==> config.mk <==
export PLATFORM = sky130hd
export DESIGN_NAME = chunked_serial_adder_flat
export DESIGN_NICKNAME = d
export VERILOG_FILES = /design/src/rtl/chunked_serial_adder_if.sv /design/src/rtl/chunked_serial_adder.sv /design/src/flat_wrapper.sv
export SDC_FILE = /design/constraint.sdc
export NUM_CORES = 1
export LEC_CHECK = 0
export CAP_MARGIN = 40
export CORE_MARGIN = 1
export CORE_UTILIZATION = 54
export DETAILED_ROUTE_END_ITERATION = 8
export GPL_TIMING_DRIVEN = 1
export PLACE_DENSITY = 0.85
export SYNTH_ARGS = -nofsm -noshare
export SYNTH_HDL_FRONTEND = slang
export SYNTH_SLANG_ARGS = --single-unit
export TNS_END_PERCENT = 5
==> constraint.sdc <==
create_clock -name clk -period 3.7 [get_ports clk]
set_input_delay 0.74 -clock clk [delete_from_list [all_inputs] [get_ports clk]]
set_output_delay 0.74 -clock clk [all_outputs]
set_load 0.01 [all_outputs]
==> src/rtl/chunked_serial_adder_if.sv <==
// Operand/handshake bundle between a controller and chunked_serial_adder.
// Latency: none, wires only. Backpressure: the controller watches busy/done before it re-asserts start.
interface chunked_serial_adder_if #(
  parameter int WIDTH = 8
);
  logic             start;
  logic [WIDTH-1:0] a;
  logic [WIDTH-1:0] b;
  logic             cin;
  logic             busy;
  logic             done;
  logic [WIDTH-1:0] sum;
  logic             carry;
  logic             ovf;

  modport master (output start, a, b, cin, input busy, done, sum, carry, ovf);
  modport slave  (input start, a, b, cin, output busy, done, sum, carry, ovf);
endinterface

==> src/rtl/chunked_serial_adder.sv <==
// Serial WIDTH-bit adder, CHUNK bits per clock; ADDER_OVF_DETECT_EN enables the signed-overflow flag.
// Latency: start accepted at edge E0, done pulses in the cycle after edge E0+WIDTH/CHUNK.
// Backpressure: start is ignored while busy; it is accepted in IDLE and in the DONE cycle.
module chunked_serial_adder #(
  parameter int WIDTH = 8,
  parameter int CHUNK = 2
) (
  input  logic                 clk,
  input  logic                 rst,
  chunked_serial_adder_if.slave bus
);
  localparam int NCHK = WIDTH / CHUNK;
  localparam int CW   = $clog2(NCHK + 1);

  typedef enum logic [1:0] {IDLE, RUN, DONE} state_t;

  state_t           state, state_nxt;
  logic [WIDTH-1:0] opa, opb;
  logic [WIDTH-1:0] partial_nxt;
  logic [WIDTH-1:0] sum_q;
  logic             creg, carry_q;
  logic [CW-1:0]    cnt, cnt_nxt;
  logic [CHUNK:0]   chunk_res;
  logic             accept, last;

  assign chunk_res = {1'b0, opa[CHUNK-1:0]} + {1'b0, opb[CHUNK-1:0]} + {{CHUNK{1'b0}}, creg};
  assign cnt_nxt   = cnt + CW'(1);

  // Only the upper WIDTH-CHUNK bits need storage: the final chunk goes straight into sum.
  generate
    if (CHUNK == WIDTH) begin : g_single
      assign partial_nxt = chunk_res[CHUNK-1:0];
    end else begin : g_shift
      logic [WIDTH-CHUNK-1:0] hi;
      always_ff @(posedge clk or posedge rst) begin
        if (rst)                hi <= '0;
        else if (state == RUN)  hi <= partial_nxt[WIDTH-1:CHUNK];
      end
      assign partial_nxt = {chunk_res[CHUNK-1:0], hi};
    end
  endgenerate

  always_ff @(posedge clk or posedge rst) begin
    if (rst) state <= IDLE;
    else     state <= state_nxt;
  end

  always_comb begin
    state_nxt = state;
    accept    = 1'b0;
    last      = 1'b0;
    case (state)
      IDLE: begin
        if (bus.start) begin
          accept    = 1'b1;
          state_nxt = RUN;
        end
      end
      RUN: begin
        if (cnt_nxt == CW'(NCHK)) begin
          last      = 1'b1;
          state_nxt = DONE;
        end
      end
      DONE: begin
        if (bus.start) begin
          accept    = 1'b1;
          state_nxt = RUN;
        end else begin
          state_nxt = IDLE;
        end
      end
      default: state_nxt = IDLE;
    endcase
  end

  always_ff @(posedge clk or posedge rst) begin
    if (rst) begin
      opa     <= '0;
      opb     <= '0;
      creg    <= 1'b0;
      cnt     <= '0;
      sum_q   <= '0;
      carry_q <= 1'b0;
    end else if (accept) begin
      opa  <= bus.a;
      opb  <= bus.b;
      creg <= bus.cin;
      cnt  <= '0;
    end else if (state == RUN) begin
      opa  <= opa >> CHUNK;
      opb  <= opb >> CHUNK;
      creg <= chunk_res[CHUNK];
      cnt  <= cnt_nxt;
      if (last) begin
        sum_q   <= partial_nxt;
        carry_q <= chunk_res[CHUNK];
      end
    end
  end

  assign bus.busy  = (state == RUN);
  assign bus.done  = (state == DONE);
  assign bus.sum   = sum_q;
  assign bus.carry = carry_q;

`ifdef ADDER_OVF_DETECT_EN
  logic a_msb, b_msb, ovf_q;
  always_ff @(posedge clk or posedge rst) begin
    if (rst) begin
      a_msb <= 1'b0;
      b_msb <= 1'b0;
      ovf_q <= 1'b0;
    end else begin
      if (accept) begin
        a_msb <= bus.a[WIDTH-1];
        b_msb <= bus.b[WIDTH-1];
      end
      if (last) ovf_q <= (a_msb == b_msb) && (partial_nxt[WIDTH-1] != a_msb);
    end
  end
  assign bus.ovf = ovf_q;
`else
  assign bus.ovf = 1'b0;
`endif
endmodule

==> src/flat_wrapper.sv <==
// flat-port wrapper written by rule: the top's interface ports become plain ports
module chunked_serial_adder_flat 
#(
  parameter int WIDTH = 8,
  parameter int CHUNK = 2
)
  (clk, rst, bus_start, bus_a, bus_b, bus_cin, bus_busy, bus_done, bus_sum, bus_carry, bus_ovf);
  chunked_serial_adder_if #(.WIDTH(WIDTH)) bus_i ();
  input  logic clk;
  input  logic rst;
  input wire logic [$bits(bus_i.start)-1:0] bus_start;
  input wire logic [$bits(bus_i.a)-1:0] bus_a;
  input wire logic [$bits(bus_i.b)-1:0] bus_b;
  input wire logic [$bits(bus_i.cin)-1:0] bus_cin;
  output wire logic [$bits(bus_i.busy)-1:0] bus_busy;
  output wire logic [$bits(bus_i.done)-1:0] bus_done;
  output wire logic [$bits(bus_i.sum)-1:0] bus_sum;
  output wire logic [$bits(bus_i.carry)-1:0] bus_carry;
  output wire logic [$bits(bus_i.ovf)-1:0] bus_ovf;
  assign bus_i.start = bus_start;
  assign bus_i.a = bus_a;
  assign bus_i.b = bus_b;
  assign bus_i.cin = bus_cin;
  assign bus_busy = bus_i.busy;
  assign bus_done = bus_i.done;
  assign bus_sum = bus_i.sum;
  assign bus_carry = bus_i.carry;
  assign bus_ovf = bus_i.ovf;
  chunked_serial_adder #(.WIDTH(WIDTH), .CHUNK(CHUNK)) u_core (.clk(clk), .rst(rst), .bus(bus_i));
endmodule
==> results of run 1 <==
[state kept, by name, indices dropped and copies added, names as in the netlist]
name and cells:
u_core.bus.sum 8, u_core.opa 8, u_core.opb 8, u_core.g_shift.hi 6
u_core.cnt 3, u_core.state 2, u_core.bus.carry 1, u_core.creg 1
[worst min path at each step]
| stage | startpoint | endpoint | slack, ns |
|---|---|---|---|
| after CTS | u_core.opa[3] | u_core.opa[3] | 0.49 |
| final | u_core.opa[4] | u_core.opa[4] | 0.49 |
| after global routing | u_core.opa[3] | u_core.opa[3] | 0.51 |
| after global placement | u_core.opb[3] | u_core.opb[3] | 0.46 |
| after detailed placement | u_core.opa[3] | u_core.opa[3] | 0.47 |
| after floorplan | u_core.opb[3] | u_core.opb[3] | 0.45 |
[final cells by class]
type	count	area, um^2
Clock buffer	5	37.5
Multi-Input combinational cell	71	612
Clock inverter	2	35.0
Timing Repair Buffer	33	323
Tap cell	31	38.8
Inverter	10	37.5
Sequential cell	37	926
Fill cell	210	796
[cells in the mapped netlist]
master	instances	area [um^2]
a21oi_1	2	10.0
fa_1	2	40.0
dfrtp_1	37	926
nor2_1	4	15.0
a22o_1	8	70.1
mux2_2	12	135
nor2_2	1	6.26
xor2_2	1	16.3
buf_4	5	37.5
a21o_1	6	45.0
buf_2	2	10.0
nor3_1	3	15.0
nand3_4	1	17.5
nor2b_1	4	25.0
ha_1	2	25.0
a221o_1	4	40.0
conb_1	1	3.75
nand2_1	6	22.5
inv_1	10	37.5
o21ai_0	4	20.0
clkbuf_1	1	3.75
mux2i_1	10	100
[routing by layer]
metal  routed length (um)  vias up  GRT usage
li1                     -      495          -
met1                 1220      514      0.241
met2                 1300       29      0.327
met3                  136        2     0.0714
met4                   22        0     0.0627
met5                    0        -          0
[through the flow]
stage,instances,util,total power [mW],instance area (um^2)
after floorplan,126,-,1.22,1620
after global placement,182,0.690,1.40,1940
after detailed placement,182,0.690,1.45,1940
after CTS,189,0.716,1.72,2010
after global routing,189,0.716,1.82,2010
final,189,0.716,1.69,2010
[cells by family (layout without fill, tap and decap cells)]
| logic type | Yosys count | count (layout) | share of synthesized area |
|---|---|---|---|
| muxes | 22 | 22 | 0.145 |
| AOI/OAI and AO/OA | 24 | 24 | 0.114 |
| DFF | 37 | 37 | 0.571 |
| and+or+nand+nor | 19 | 19 | 0.0625 |
| adders and majority gates | 4 | 4 | 0.0401 |
| xor gates and xnor gates | 1 | 1 | 0.0100 |
| buffers and inverters | 18 | 50 | 0.0548 |
| other | 1 | 1 | 0.00231 |
[where the power goes]
part | total (mW) | internal, mW | switching [mW]
Sequential | 0.689 | 0.588 | 0.101
Combinational | 0.739 | 0.398 | 0.341
Clock | 0.266 | 0.138 | 0.128
==> impl_metrics.csv, run 1 <==
group,metric,value,unit
synth,ys_warn_count,0,
synth,ys_ff_latch,37,
global_route,grt_pass1_vias,1104,
timing,skew,0.0131,ns
cells_and_area,final_cell_mix,"37 x dfrtp_1, 30 x clkdlybuf4s50_1, 12 x mux2_2",
hold_path,hold_path_class,"reg2reg",
setup_path,critPathTopFamily,"buffers and inverters",
outcome,status,"finished with violations",
cells_and_area,layout_commonest_cell,"dfrtp_1",
detailed_routing,first_pass_iters,6,
detailed_routing,vias_per_cell,5.50,
power_and_ir_drop,leakage,0.959,nW
setup_path,cp_max_fo,34,
clock_tree,cts_buffers,5,
timing,fin_crit,2.59,ns
clock_tree,clk_pin_slew_worst_paths,0.11,ns
detailed_routing,wl_per_cell,14.2,um
setup_path,end_kind,"primary output",
hold_path,hold_depth,1,
setup_path,ff2ff_path_depth,4,
clock_tree,clock_sinks,37,
floorplan,core-area,2810,um^2
setup_path,critical_path_class,"reg2out",
timing,maxSlewViolCount,0,
setup_path,endpoint,"bus_busy",
setup_path,crit_start,"u_core.state[0]",
detailed_routing,drc,4,
setup_path,rr_endpoint,"u_core.bus.sum[7]",
timing,finalSetupViolCount,0,
synth,synth_cell_types,22,
setup_path,critPathBufInv,2,
synth,avgSynthCellArea,12.9,um^2
cells_and_area,antennaDiodeCount,0,
floorplan,die_h,56.8,um
timing,hold_slack,0.489,ns
timing,finalSetupTns,0,ns
clock_tree,htreeDepth,2,
synth,syn-num-nets,150,
cells_and_area,final_net_count,182,
global_route,track_usage,0.197,
floorplan,start_util,0.578,
job,cap_violations,0,
detailed_routing,routed_wl,2680,um
global_route,grt_overflow,0,
floorplan,die_w,56.8,um
timing,rsz0062_at_grt,"false",
clock_tree,cts_resized,0,
synth,ys_seq_area_frac,0.571,
clock_tree,clockBufferDepth,2,
placed_design,io_buffers,30,
detailed_routing,dr.first_iter.drc_count,21,
clock_tree,clock_latency,0.34,ns
setup_path,cp.required,2.96,ns
placed_design,gp_congestion,0.726,
setup_path,r2r_slack,2.13,ns
clock_tree,cts_hold_buffers,0,
placed_design,dp_hpwl,1840,um
detailed_routing,antenna_left,0,
global_route,antenna_found_initial,0,
power_and_ir_drop,power_density,843,nW/um^2
setup_path,cp_slowest_cell,"clkdlybuf4s50_1",
global_route,grt_pass1_wl,4740,um
synth,netlist_instances,126,
timing,finalHoldViolCount,0,
cells_and_area,syn2layout_area_growth,23.9,%
outcome,violations,"DRC",
floorplan,rows,19,
global_route,grt_max_degree,38,
synth,synthesis.area,1620,um^2
clock_tree,cts_tree,"yes",
timing,max_clock_freq,386,MHz
setup_path,cp-start-kind,"register",
power_and_ir_drop,ir_drop,0.000396,V
clock_tree,cts-root-buf,"clkbuf_4",
setup_path,r2r_start,"u_core.creg",
placed_design,place_ws,1.49,ns
floorplan,io_pins,32,
setup_path,crit_path_max_incr_delay,0.61,ns
clock_tree,post_cts_buffers,0,
setup_path,cp_num_cells,3,
floorplan,die-area,3230,um^2
detailed_routing,vias,1040,
setup_path,cp.arrival,1.85,ns
cells_and_area,final_layout_size_suffix_gt1_frac,0.171,
setup_path,worstPathCellList,"nor2b_2 -> buf_4 -> clkdlybuf4s50_1",
timing,setup_ws,1.11,ns
timing,post-route-period-util,0.701,
(Power assumes the default switching activity.)
==> run 2: changes to the inputs <==
--- a/config.mk
+++ b/config.mk
@@ -7,10 +7,10 @@
 export LEC_CHECK = 0
 export CAP_MARGIN = 40
 export CORE_MARGIN = 1
-export CORE_UTILIZATION = 54
+export CORE_UTILIZATION = 50
 export DETAILED_ROUTE_END_ITERATION = 8
 export GPL_TIMING_DRIVEN = 1
-export PLACE_DENSITY = 0.85
+export PLACE_DENSITY = 0.8
 export SYNTH_ARGS = -nofsm -noshare
 export SYNTH_HDL_FRONTEND = slang
 export SYNTH_SLANG_ARGS = --single-unit
==> constraint.sdc (replaced) <==
create_clock -name clk -period 2.4 [get_ports clk]
set_input_delay 0.48 -clock clk [delete_from_list [all_inputs] [get_ports clk]]
set_output_delay 0.48 -clock clk [all_outputs]
set_load 0.01 [all_outputs]
==> impl_metrics.csv, run 2 (same netlist as run 1, synthesis figures left out) <==
group,metric,value,unit
outcome,status,"finished, final reports clean",
clock_tree,clock_latency,0.35,ns
setup_path,crit_path_max_incr_delay,0.57,ns
power_and_ir_drop,p_sw,0.882,mW
timing,maxSlewViolCount,0,
timing,finalSetupTns,0,ns
timing,post-route-period-util,0.838,
timing,skew,0.00952,ns
timing,hold_slack,0.486,ns
global_route,busiest_layer,"met2",
setup_path,cp-start-kind,"register",
timing,fin_crit,2.01,ns
clock_tree,cts_resized,0,
global_route,track_usage,0.182,
global_route,met1_usage,0.204,
power_and_ir_drop,power.total,2.57,mW
power_and_ir_drop,p_int,1.69,mW
floorplan,die-area,3480,um^2
placed_design,gp_congestion,0.709,
setup_path,endpoint,"bus_busy",
clock_tree,clk_pin_slew_worst_paths,0.10,ns
floorplan,io_pins,32,
cells_and_area,nFillCells,249,
placed_design,dp_hpwl,1860,um
floorplan,core-area,3050,um^2
cells_and_area,fin_area,2020,um^2
global_route,grt_overflow,0,
setup_path,rr_endpoint,"u_core.bus.sum[3]",
clock_tree,cts_buffers,5,
detailed_routing,vias_per_cell,5.07,
setup_path,end_kind,"primary output",
detailed_routing,drc,0,
global_route,grtUsageMet2,0.313,
clock_tree,htreeDepth,2,
clock_tree,post_cts_buffers,0,
cells_and_area,antennaDiodeCount,0,
detailed_routing,dr.first_iter.drc_count,11,
timing,finalHoldViolCount,0,
detailed_routing,antenna_left,0,
global_route,grt_max_degree,38,
cells_and_area,final_layout_size_suffix_gt1_frac,0.176,
cells_and_area,final_cell_mix,"37 x dfrtp_1, 30 x clkdlybuf4s50_1, 12 x mux2_2",
power_and_ir_drop,seqPwrFrac,0.413,
power_and_ir_drop,ir_drop,0.000647,V
global_route,grt_pass1_wl,4530,um
global_route,antenna_found_initial,0,
setup_path,cp_max_fo,3,
placed_design,io_buffers,30,
detailed_routing,vias,1029,
floorplan,start_util,0.531,
detailed_routing,wl_per_cell,13.1,um
detailed_routing,first_pass_iters,4,
power_and_ir_drop,leakage,0.959,nW
global_route,grt_pass1_vias,1024,
cells_and_area,layout_commonest_cell,"dfrtp_1",
timing,max_clock_freq,497,MHz
setup_path,ff2ff_path_depth,4,
power_and_ir_drop,p_clk_frac,0.144,
detailed_routing,routed_wl,2660,um
floorplan,die_h,59.0,um
hold_path,hold_path_class,"reg2reg",
power_and_ir_drop,comb_power_share,0.443,
setup_path,cp_slowest_cell,"clkdlybuf4s50_1",
setup_path,cp.required,1.92,ns
setup_path,r2r_slack,0.72,ns
clock_tree,cts_tree,"yes",
job,cap_violations,0,
clock_tree,cts-root-buf,"clkbuf_4",
floorplan,rows,20,
clock_tree,clockBufferDepth,2,
setup_path,worstPathCellList,"nor2b_2 -> clkdlybuf4s50_1",
timing,finalSetupViolCount,0,
cells_and_area,syn2layout_area_growth,24.8,%
setup_path,cp.arrival,1.53,ns
cells_and_area,final_net_count,182,
placed_design,placed_area,1950,um^2
setup_path,r2r_start,"u_core.state[0]",
power_and_ir_drop,power_density,1270,nW/um^2
timing,rsz0062_at_grt,"false",
clock_tree,cts_hold_buffers,0,
setup_path,critical_path_class,"reg2out",
clock_tree,clock_sinks,37,
cells_and_area,post-route-util,0.663,
power_and_ir_drop,sw_frac_of_total,0.344,
setup_path,crit_start,"u_core.state[0]",
global_route,grt_use_met3,0.0681,
floorplan,die_w,59.0,um
==> run 2: cell types whose count changed in the layout (fill, tap and decap cells not counted), sizes merged <==
cell and delta:
bufinv -1, clkbuf +2
==> run 2: worst max-delay path: cells and delay by family (launching register included) <==
kind	cells	cell delay [ns]
AND/OR/NAND/NOR	1	0.23
flip-flops	1	0.39
buffers and inverters	1	0.57
==> run 2: layout make-up <==
type / count / area [um^2] / share of cell area
clock inverters: 1 / 5.00 / 0.00247
flip-flops and latches: 37 / 926 / 0.458
clock buffers: 7 / 65.1 / 0.0322
well taps: 44 / 55.1 / 0.0272
repair buffers: 33 / 323 / 0.160
inverters: 10 / 37.5 / 0.0186
multi-input cells: 71 / 612 / 0.302
==> run 2: how the worst min path moves through the flow <==
stage | from | to | slack (ns) | depth (start not counted)
after detailed placement | u_core.opa[5] | u_core.opa[5] | 0.47 | 1
after CTS | u_core.opa[5] | u_core.opa[5] | 0.49 | 1
final | u_core.opa[5] | u_core.opa[5] | 0.49 | 1
after global routing | u_core.opb[3] | u_core.opb[3] | 0.50 | 1
after floorplan | u_core.opb[3] | u_core.opb[3] | 0.45 | 1
after global placement | u_core.opb[3] | u_core.opb[3] | 0.46 | 1
==> run 2: metrics by stage <==
| step | cells | setup WS [ns] |
|---|---|---|
| 6_report | 203 | 0.389 |
| 3_5_place_dp | 195 | 0.527 |
| 5_1_grt | 203 | 0.316 |
| 2_1_floorplan | 126 | 0.924 |
| 4_1_cts | 203 | 0.365 |
| 3_3_place_gp | 195 | 0.570 |
==> run 2: power by group through the flow <==
stage               Sequential [mW]  Combinational, mW  Clock, mW
finish                         1.06               1.14      0.371
global route                   1.10               1.26      0.406
CTS                            1.07               1.15      0.382
detailed placement             1.08               1.15          0
global placement               1.06               1.11          0
floorplan                      1.07              0.810          0
==> run 2: per-layer routing <==
metal,share of wire,vias to the layer above
li1,-,495
met1,0.45,497
met2,0.48,32
met3,0.055,5
met4,0.014,0
met5,0,-
==> run 3: changes to the inputs <==
==> constraint.sdc (replaced) <==
create_clock -name clk -period 1.87 [get_ports clk]
set_input_delay 0.374 -clock clk [delete_from_list [all_inputs] [get_ports clk]]
set_output_delay 0.374 -clock clk [all_outputs]
set_load 0.01 [all_outputs]
==> impl_metrics.csv, run 3 (same netlist as run 1, synthesis figures left out) <==
group,metric,value,unit
outcome,status,"finished, final reports clean",
clock_tree,cts_hold_buffers,0,
clock_tree,cts_resized,1,
power_and_ir_drop,seqPwrFrac,0.399,
setup_path,cp.arrival,1.42,ns
power_and_ir_drop,p_clk_frac,0.172,
global_route,grt_overflow,0,
cells_and_area,nFillCells,259,
cells_and_area,final_layout_size_suffix_gt1_frac,0.176,
timing,max_clock_freq,558,MHz
setup_path,end_kind,"primary output",
floorplan,die_w,59.0,um
power_and_ir_drop,power_density,1650,nW/um^2
detailed_routing,drc,0,
timing,finalSetupTns,0,ns
job,cap_violations,0,
floorplan,core-area,3050,um^2
power_and_ir_drop,leakage,0.966,nW
timing,finalSetupViolCount,0,
detailed_routing,wl_per_cell,13.0,um
cells_and_area,fin_area,2050,um^2
setup_path,cp_max_fo,3,
clock_tree,cts_tree,"yes",
detailed_routing,vias_per_cell,5.08,
global_route,busiest_layer,"met2",
floorplan,rows,20,
cells_and_area,multiInputGateArea,612,um^2
cells_and_area,antennaDiodeCount,0,
setup_path,critical_path_class,"reg2out",
cells_and_area,layout_commonest_cell,"dfrtp_1",
placed_design,dp_hpwl,1820,um
power_and_ir_drop,comb_power_share,0.429,
floorplan,io_pins,32,
cells_and_area,final_net_count,182,
floorplan,die_h,59.0,um
timing,hold_slack,0.426,ns
timing,maxSlewViolCount,0,
timing,skew,0.00776,ns
clock_tree,cts-root-buf,"clkbuf_4",
cells_and_area,final_cell_mix,"37 x dfrtp_1, 29 x clkdlybuf4s50_1, 12 x mux2_2",
power_and_ir_drop,p_sw,1.13,mW
power_and_ir_drop,power.total,3.40,mW
global_route,met1_usage,0.211,
timing,finalHoldViolCount,0,
global_route,antenna_found_initial,0,
clock_tree,post_cts_buffers,0,
timing,fin_crit,1.79,ns
detailed_routing,routed_wl,2640,um
detailed_routing,antenna_left,0,
global_route,grt_pass1_vias,1035,
detailed_routing,first_pass_iters,4,
global_route,grt_use_met3,0.0462,
power_and_ir_drop,p_int,2.27,mW
global_route,grtUsageMet2,0.286,
cells_and_area,seqCellArea,926,um^2
global_route,grt_pass1_wl,4420,um
global_route,grt_max_degree,38,
power_and_ir_drop,ir_drop,0.000818,V
detailed_routing,dr.first_iter.drc_count,21,
placed_design,gp_congestion,0.779,
power_and_ir_drop,sw_frac_of_total,0.332,
clock_tree,htreeDepth,2,
timing,post-route-period-util,0.958,
global_route,track_usage,0.177,
floorplan,die-area,3480,um^2
hold_path,hold_path_class,"in2async",
clock_tree,clk_pin_slew_worst_paths,0.11,ns
placed_design,io_buffers,30,
setup_path,cp-start-kind,"register",
cells_and_area,syn2layout_area_growth,26.6,%
timing,rsz0062_at_grt,"false",
clock_tree,clockBufferDepth,2,
detailed_routing,vias,1031,
setup_path,cp.required,1.50,ns
clock_tree,clock_latency,0.35,ns
floorplan,start_util,0.531,
clock_tree,cts_buffers,5,
clock_tree,clock_sinks,37,
placed_design,placed_area,1970,um^2
==> run 3: area by class of cell <==
| type | count | share of cell area |
|---|---|---|
| Sequential cell | 37 | 0.451 |
| Multi-Input combinational cell | 71 | 0.298 |
| Timing Repair Buffer | 33 | 0.163 |
| Tap cell | 44 | 0.0268 |
| Clock buffer | 6 | 0.0250 |
| Clock inverter | 2 | 0.0183 |
| Inverter | 10 | 0.0183 |
==> run 3: path summary, 6_finish.rpt <==
kind                                      start                   end  slack (ns)  depth (start not counted)
worst max-delay path            u_core.state[0]              bus_done        0.08                          2
worst min-delay path                        rst     u_core.bus.sum[7]        0.43                          3
worst max register to register  u_core.state[0]     u_core.bus.sum[2]        0.21                          4
worst min register to register    u_core.opa[2]         u_core.opa[2]        0.49                          1
max in group asynchronous                   rst  u_core.g_shift.hi[1]        1.13                          3
min in group clk                  u_core.opa[2]         u_core.opa[2]        0.49                          1
==> run 3: worst max-delay path, stage by stage (launching register included) <==
cell and delay [ns]:
dfrtp_1 0.42, nor2b_1 0.12, clkdlybuf4s50_1 0.54
==> run 3: routing by layer <==
layer / wire length, um / vias to the layer above / share of wire
met5: 0 / - / 0
met4: 66 / 0 / 0.025
met3: 113 / 7 / 0.043
met2: 1220 / 31 / 0.46
met1: 1230 / 500 / 0.47
li1: - / 493 / -
==> run 3: power by group through the flow <==
stage | Sequential [mW] | Clock, mW | Combinational (mW)
CTS | 1.36 | 0.598 | 1.48
global placement | 1.36 | 0 | 1.43
global route | 1.41 | 0.621 | 1.62
floorplan | 1.38 | 0 | 1.04
finish | 1.36 | 0.583 | 1.46
detailed placement | 1.38 | 0 | 1.49
==> run 3: per-stage QoR <==
step	std cells	worst slack (ns)	utilization
after floorplan	126	0.394	-
after global placement	195	0.181	0.644
after detailed placement	195	0.157	0.644
after CTS	203	0.0529	0.673
after global routing	203	0.0305	0.673
final	203	0.0791	0.673
